`config.mk`:
```
export PLATFORM = sky130hd
export DESIGN_NAME = ika3012_serial_rx
export DESIGN_NICKNAME = d
export VERILOG_FILES = /design/src/rtl/ika3012_serial_rx.sv
export SDC_FILE = /design/constraint.sdc
export NUM_CORES = 1
export LEC_CHECK = 0
export ABC_AREA = 0
export ABC_CLOCK_PERIOD_IN_PS = 4800
export CAP_MARGIN = 25
export CORE_UTILIZATION = 45
export CTS_BUF_LIST = sky130_fd_sc_hd__clkbuf_8
export CTS_CLUSTER_SIZE = 40
export DETAILED_ROUTE_END_ITERATION = 8
export PLACE_DENSITY = 0.72
export SLEW_MARGIN = 40
export SYNTH_ARGS = -nofsm -noshare
export SYNTH_HDL_FRONTEND = slang
export SYNTH_SLANG_ARGS = --single-unit
```
`constraint.sdc`:
```
create_clock -name i_EMUCLK -period 4.8 [get_ports i_EMUCLK]
set_clock_uncertainty 0.1 [all_clocks]
set_input_delay 0.72 -clock i_EMUCLK [delete_from_list [all_inputs] [get_ports i_EMUCLK]]
set_output_delay 0.72 -clock i_EMUCLK [all_outputs]
set_load 0.03 [all_outputs]
```
`src/rtl/ika3012_serial_rx.sv`:
```
// ika3012_serial_rx: receive side of the YM3012-style serial DAC link.
// Deserialises LSB-first 16-bit frames on i_SO and decodes the 10-bit
// mantissa / 3-bit exponent into 16-bit signed samples.
// SH1 falling edges latch the left sample and SH2 falling edges latch the right.
// Optional framing check: define IKA3012_FRMCHK_EN to enable the bit counter and o_FRMERR.
module ika3012_serial_rx (
  input  logic        i_EMUCLK,
  input  logic        i_RST,
  input  logic        i_CEN_n,
  input  logic        i_SO,
  input  logic        i_SH1,
  input  logic        i_SH2,
  output logic [15:0] o_L,
  output logic [15:0] o_R,
  output logic        o_L_VALID,
  output logic        o_R_VALID,
  output logic        o_FRMERR
);

  logic        en;
  logic        fall1;
  logic        fall2;
  logic [15:0] sr_q,  sr_d;
  logic        sh1_q, sh1_d;
  logic        sh2_q, sh2_d;
  logic [15:0] l_q,   l_d;
  logic [15:0] r_q,   r_d;
  logic        lv_q,  lv_d;
  logic        rv_q,  rv_d;
  logic [15:0] dec;
  logic [15:0] mant_ext;
  logic [2:0]  shamt;

  assign en    = ~i_CEN_n;
  assign fall1 = en & sh1_q & ~i_SH1;
  assign fall2 = en & sh2_q & ~i_SH2;

  // Decode the frame word held before this cycle's shift: sign-extended mantissa scaled by 2^(E-1)
  always_comb begin
    mant_ext = {{6{sr_q[12]}}, sr_q[12:3]};
    shamt    = sr_q[15:13] - 3'd1;
    dec      = '0;
    if (sr_q[15:13] != 3'd0) begin
      dec = mant_ext << shamt;
    end
  end

  // Next-state logic for the shifter, strobe history, sample latches and VALID pulses
  always_comb begin
    sr_d  = sr_q;
    sh1_d = sh1_q;
    sh2_d = sh2_q;
    l_d   = l_q;
    r_d   = r_q;
    lv_d  = 1'b0;
    rv_d  = 1'b0;
    if (en) begin
      sr_d  = {i_SO, sr_q[15:1]};
      sh1_d = i_SH1;
      sh2_d = i_SH2;
    end
    if (fall1) begin
      l_d  = dec;
      lv_d = 1'b1;
    end
    if (fall2) begin
      r_d  = dec;
      rv_d = 1'b1;
    end
  end

  // Register update with synchronous active-high reset
  always_ff @(posedge i_EMUCLK) begin
    if (i_RST) begin
      sr_q  <= '0;
      sh1_q <= 1'b0;
      sh2_q <= 1'b0;
      l_q   <= '0;
      r_q   <= '0;
      lv_q  <= 1'b0;
      rv_q  <= 1'b0;
    end else begin
      sr_q  <= sr_d;
      sh1_q <= sh1_d;
      sh2_q <= sh2_d;
      l_q   <= l_d;
      r_q   <= r_d;
      lv_q  <= lv_d;
      rv_q  <= rv_d;
    end
  end

  assign o_L       = l_q;
  assign o_R       = r_q;
  assign o_L_VALID = lv_q;
  assign o_R_VALID = rv_q;

`ifdef IKA3012_FRMCHK_EN
  logic [4:0] bitcnt_q, bitcnt_d;
  logic       frmerr_q, frmerr_d;

  // Count bits since the last accepted edge; any edge checks for exactly 16, once per cycle
  always_comb begin
    bitcnt_d = bitcnt_q;
    frmerr_d = frmerr_q;
    if (fall1 | fall2) begin
      if (bitcnt_q != 5'd16) begin
        frmerr_d = 1'b1;
      end
      bitcnt_d = 5'd1;
    end else if (en && bitcnt_q != 5'd31) begin
      bitcnt_d = bitcnt_q + 5'd1;
    end
  end

  // Bit counter and sticky error flag
  always_ff @(posedge i_EMUCLK) begin
    if (i_RST) begin
      bitcnt_q <= '0;
      frmerr_q <= 1'b0;
    end else begin
      bitcnt_q <= bitcnt_d;
      frmerr_q <= frmerr_d;
    end
  end

  assign o_FRMERR = frmerr_q;
`else
  assign o_FRMERR = 1'b0;
`endif

endmodule

```
==> results of run 1 <==
[registers in the layout, summed over array words and instances (netlist names)]
name / flops
o_R_VALID: 1
sh1_q: 1
o_R: 16
o_L: 16
o_L_VALID: 1
sh2_q: 1
sr_q: 13
[worst max path at each step]
stage	startpoint	endpoint	cells after the start
final	sr_q[13]	o_L[6]	6
after global routing	sr_q[13]	o_L[6]	6
after CTS	i_CEN_n	o_R[5]	5
after detailed placement	i_CEN_n	o_R[5]	5
after global placement	i_CEN_n	o_R[5]	5
after floorplan	sr_q[13]	o_L[10]	8
[critical path: stages, from the launching register on]
cell,delay [ns]
dfxtp_1,0.69
inv_1,0.20
ha_1,0.63
mux2i_1,0.16
o21ai_0,0.38
a22oi_1,0.22
a211oi_1,0.27
[cell usage after synthesis, types with 2 or more instances]
| master | count |
|---|---|
| dfxtp_1 | 49 |
| nor2_1 | 42 |
| mux2i_1 | 18 |
| a211oi_1 | 16 |
| nand2_1 | 13 |
| nor3_1 | 12 |
| a21oi_1 | 11 |
| clkbuf_1 | 7 |
| mux4_1 | 6 |
| a22oi_1 | 5 |
| nand3_1 | 5 |
| buf_2 | 4 |
| or3_1 | 4 |
| a21boi_0 | 3 |
| mux2_2 | 3 |
| a21o_1 | 2 |
| and2_0 | 2 |
| buf_1 | 2 |
| ha_1 | 2 |
| inv_1 | 2 |
| nor3b_1 | 2 |
[power by group through the flow]
stage | Combinational (mW) | Sequential [mW] | Clock [mW]
2_1_floorplan | 0.0359 | 0.438 | 0
3_3_place_gp | 0.0644 | 0.428 | 0
3_5_place_dp | 0.0651 | 0.429 | 0
4_1_cts | 0.0653 | 0.419 | 0.305
5_1_grt | 0.0690 | 0.420 | 0.323
6_report | 0.0638 | 0.419 | 0.297
[kinds of logic (layout without fill, tap and decap cells)]
logic type,after synthesis,in the layout
DFF,49,49
buffers and inverters,18,50
muxes,28,28
and+or+nand+nor,86,86
adders and majority gates,2,2
AOI/OAI and AO/OA,41,41
other,1,1
[area by class of cell]
cell class,count,area share (%)
Multi-Input combinational cell,158,41.2
Tap cell,52,2.46
Clock buffer,6,3.12
Inverter,2,0.284
Sequential cell,49,37.1
Clock inverter,2,1.28
Timing Repair Buffer,40,14.7
[metal layers]
metal  GRT usage, %  part of all wire [%]  up-vias
li1               -                     -      864
met1           24.7                    50      755
met2           26.9                    43       36
met3           4.36                   5.3        7
met4           7.33                   1.5        0
met5              0                     0        -
==> summary.md, run 1 <==
| Metric | Value |
|---|---|
| Non-Filler Instances | 309 |
| Avg Vias per Cell | 5.38 |
| Hpwl dp | 3070 um |
| Library cells used by synthesis | 36 |
| Area fraction of the dominant cell type after synthesis | 45.3% |
| IO Count | 41 |
| Core area | 4470 um2 |
| CP startpoint kind | flop |
| Mux contribution to synthesized area | 17.9% |
| Initial antenna violation count | 0 |
| Clock power frac | 38.1% |
| Largest net degree at the start of global routing | 26 |
| Critical path class | reg2reg |
| Mean post-synth cell area | 9.63 um2 |
| WHS Endpoint | o_L[1] |
| DR pass1 iterations | 6 |
| Fin Setup TNS | 0 ns |
| EDFF count, synth | 0 |
| Max-slew violation count | 0 |
| Clock sink count | 49 |
| FF+latch area | 981 um2 |
| Cells after Synth | 225 |
| Gr ovfl total | 0 |
| FF-to-FF path depth | 6 |
| Placed Area | 2540 um2 |
| Share of layout cells above drive strength 1 | 7.00% |
| GRT Overall Usage | 17.9% |
| N_diodes | 0 |
| CP Max Fanout | 14 |
| Die height | 71.4 um |
| Layout area overhead | 22.2% |
| Fin nets | 264 |
| Cell area after layout | 2650 um2 |
| RSZ-0062 raised after global routing | false |
| PostCTS Resize Cnt | 0 |
| WP data arrival | 2.85 ns |
| Root Buffer | clkbuf_8 |
| Post-synthesis adder-cell area fraction | 1.16% |
| Fin Hold WS | 0.360 ns |
| Cell Rows | 24 |
| Hold Crit Start | o_L[1] |
| RR Endpoint | o_L[6] |
| Main synth FF type | dfxtp_1 |
| Internal | 0.606 mW |
| Post-Place Cells | 301 |
| Multi-input logic area | 1090 um2 |
| Sequential-to-total area share from yosys stat | 45.3% |
| Final Power | 0.780 mW |
| CP required | 4.92 ns |
| First-pass GRT wire length | 7040 um |
| Post-Synth Simple-Gate Area | 18.0% |
| Latest clock arrival within the worst-skew pair | 0.30 ns |
| Worst-path clk slew | 0.08 ns |
| Setup WS pre-CTS | 1.72 ns |
| CTS max path bufs | 2 |
| H-tree depth | 2 |
| # setup viols final | 0 |
| Commonest non-fill, non-tap cell in the layout | dfxtp_1 |
| LEAKAGE | 0.968 nW |
| Netlist Area Pre-Place | 2170 um2 |
| Worst Hold Path Cells | 2 |
| Sw frac | 22.3% |
| Ys async rst share | 0% |
| Post-Synth XOR/XNOR Area | 0% |
| PD cells | 295 nW/um2 |
| CP endpoint kind | flop |
| 1st-iter DRT viols | 95 |
| Synth top area cells | dfxtp_1, mux2i_1, mux4_1 |
| Combinational share of power | 8.2% |
| Reg power frac | 53.7% |
| Slew margin rel. | 46.1% |
| Routed wire length | 4240 um |
| Worst hold path type | reg2reg |
| Buffers inserted by post-CTS timing repair | 0 |
| Worst r2r src | sr_q[13] |
| Vias after detailed routing | 1662 |
| Largest area contributor in the netlist | dfxtp_1 |
| Filler Cells Inserted | 389 |
| Syn_nets | 233 |
| Outcome | finished, violations left |
| Die width | 71.4 um |
| Max Cap Viol | 0 |
| Hold_buf cts | 0 |
| Synth Area in Compound Gates | 13.1% |
| Vias in the first global route | 1496 |
| Worst vdd ir | 0.144 mV |
| Yosys Warn Count | 0 |
| Net Sw Power | 0.174 mW |
| Fin util | 59.2% |
| Final GP Congestion | 0.785 |
| Reg2Reg Setup Slack | 2.07 ns |
| FMAX | 0.366 GHz |
| Final period utilization | 56.9% |
| Crit path time final | 2.73 ns |
| Number of I/O port buffers | 39 |
| Synth Register Bits | 49 |
| Final Hold Fails | 0 |
| CTS tree | built |
| Largest family of logic cells by synthesized area | simple AND/OR/NAND/NOR gates |
| Antenna-violating nets left | 0 |
| DRC Markers | 6 |
| Routed len/inst | 13.7 um |
| Commonest non-fill, non-tap cells in the layout | dfxtp_1, nor2_1, clkdlybuf4s50_1 |
| Number of CTS-inserted buffers | 5 |
| Initial Util | 48.4% |
| Worst-Margin Slew | 0.808 ns |
| Final worst slack | 2.07 ns |
| Violated checks | design-rule violations |
| Die area | 5090 um2 |
(Power assumes the default switching activity.)
==> inputs of run 2 (changes only) <==
ABC_CLOCK_PERIOD_IN_PS = 2300   (was 4800)
PLACE_DENSITY = 0.74   (was 0.72)
clock period = 2.3 ns   (was 4.8 ns; I/O delays follow)
==> summary.md, run 2 (synthesis results as in run 1) <==
| Metric | Value |
|---|---|
| Outcome | finished, violations left |
| Violated checks | design-rule violations |
| Final period utilization | 91.6% |
| Latest clock arrival within the worst-skew pair | 0.30 ns |
| Routed len/inst | 14.0 um |
| Fin nets | 271 |
| Initial antenna violation count | 0 |
| CTS max path bufs | 2 |
| Worst-path clk slew | 0.09 ns |
| DR pass1 iterations | 8 |
| Placed Area | 2590 um2 |
| Cell area after layout | 2700 um2 |
| Layout area overhead | 24.6% |
| Initial Util | 48.4% |
| 1st-iter DRT viols | 89 |
| Avg Vias per Cell | 5.40 |
| Buffers inserted by post-CTS timing repair | 0 |
| Critical path class | reg2reg |
| Share of layout cells above drive strength 1 | 8.75% |
| PostCTS Resize Cnt | 0 |
| Worst hold path type | reg2reg |
| Die area | 5090 um2 |
| Cell Rows | 24 |
| Final GP Congestion | 0.842 |
| Slew margin rel. | 62.6% |
| CP required | 2.42 ns |
| N_diodes | 0 |
| Vias in the first global route | 1511 |
| Root Buffer | clkbuf_8 |
| Die height | 71.4 um |
| WP data arrival | 2.23 ns |
| Vias after detailed routing | 1702 |
| DRC Markers | 5 |
| Largest net degree at the start of global routing | 23 |
| Final Hold Fails | 0 |
| Max-slew violation count | 0 |
| CP startpoint kind | flop |
| Core area | 4470 um2 |
| LEAKAGE | 0.993 nW |
| Commonest non-fill, non-tap cell in the layout | dfxtp_1 |
| RSZ-0062 raised after global routing | false |
| FMAX | 0.475 GHz |
| Fin Setup TNS | 0 ns |
| Antenna-violating nets left | 0 |
| Hold_buf cts | 0 |
| Hpwl dp | 3190 um |
| GRT Overall Usage | 18.6% |
| Final Power | 1.60 mW |
| Crit path time final | 2.11 ns |
| # setup viols final | 0 |
| Number of CTS-inserted buffers | 5 |
| Worst vdd ir | 0.355 mV |
| First-pass GRT wire length | 7380 um |
| Clock sink count | 49 |
| CTS tree | built |
| CP endpoint kind | flop |
| PD cells | 592 nW/um2 |
| Commonest non-fill, non-tap cells in the layout | dfxtp_1, nor2_1, clkdlybuf4s50_1 |
| Gr ovfl total | 0 |
| H-tree depth | 2 |
| Routed wire length | 4430 um |
| Worst-Margin Slew | 0.559 ns |
| Max Cap Viol | 0 |
| Number of I/O port buffers | 39 |
| Die width | 71.4 um |
| IO Count | 41 |
| CP Max Fanout | 14 |
run 2: stage by stage:
step | util [%] | hold WS (ns) | instances | setup WS [ns]
6_report | 60.3 | 0.357 | 315 | 0.193
5_1_grt | 60.3 | 0.385 | 315 | 0.0360
4_1_cts | 60.3 | 0.361 | 315 | 0.215
3_5_place_dp | 58.0 | 0.350 | 308 | 0.225
3_3_place_gp | 58.0 | 0.346 | 308 | 0.248
2_1_floorplan | - | 0.329 | 225 | 0.192
run 2: final cells by class:
type                    count  area [um2]
well taps                  52        65.1
clock inverters             2        35.0
fillers                   404        1780
multi-input cells         158        1090
repair buffers             47         450
inverters                   2        7.51
clock buffers               5        68.8
flip-flops and latches     49         981
run 2: path summary, 6_finish.rpt:
kind | from | endpoint | slack (ns) | depth (start not counted)
worst max register to register | sr_q[13] | o_L[6] | 0.19 | 6
worst max-delay path | sr_q[13] | o_L[6] | 0.19 | 6
worst min-delay path | o_L[0] | o_L[0] | 0.36 | 2
worst min register to register | o_L[0] | o_L[0] | 0.36 | 2
run 2: power by group:
group          switching (mW)  total [mW]  internal (mW)
logic                  0.0848       0.142         0.0568
registers             0.00980       0.873          0.863
clock network           0.267       0.584          0.316
run 2: metal layers:
| metal | vias up | global-route usage [%] | routed length, um |
|---|---|---|---|
| li1 | 878 | - | - |
| met1 | 770 | 25.6 | 2210 |
| met2 | 43 | 27.4 | 1940 |
| met3 | 11 | 4.78 | 170 |
| met4 | 0 | 8.44 | 109 |
| met5 | - | 0 | 0 |
run 2: worst max-delay path, stage by stage, from the launching register on:
cell and delay, ns:
dfxtp_1 0.33, inv_1 0.08, ha_1 0.59, mux2i_1 0.16, o21ai_0 0.34, a22oi_1 0.19
a211oi_1 0.24
==> inputs of run 3 (changes only) <==
HOLD_SLACK_MARGIN = 0.1   (was default)
==> results of run 3 <==
No change in the layout: final DEF, timing and power equal those of run 2.
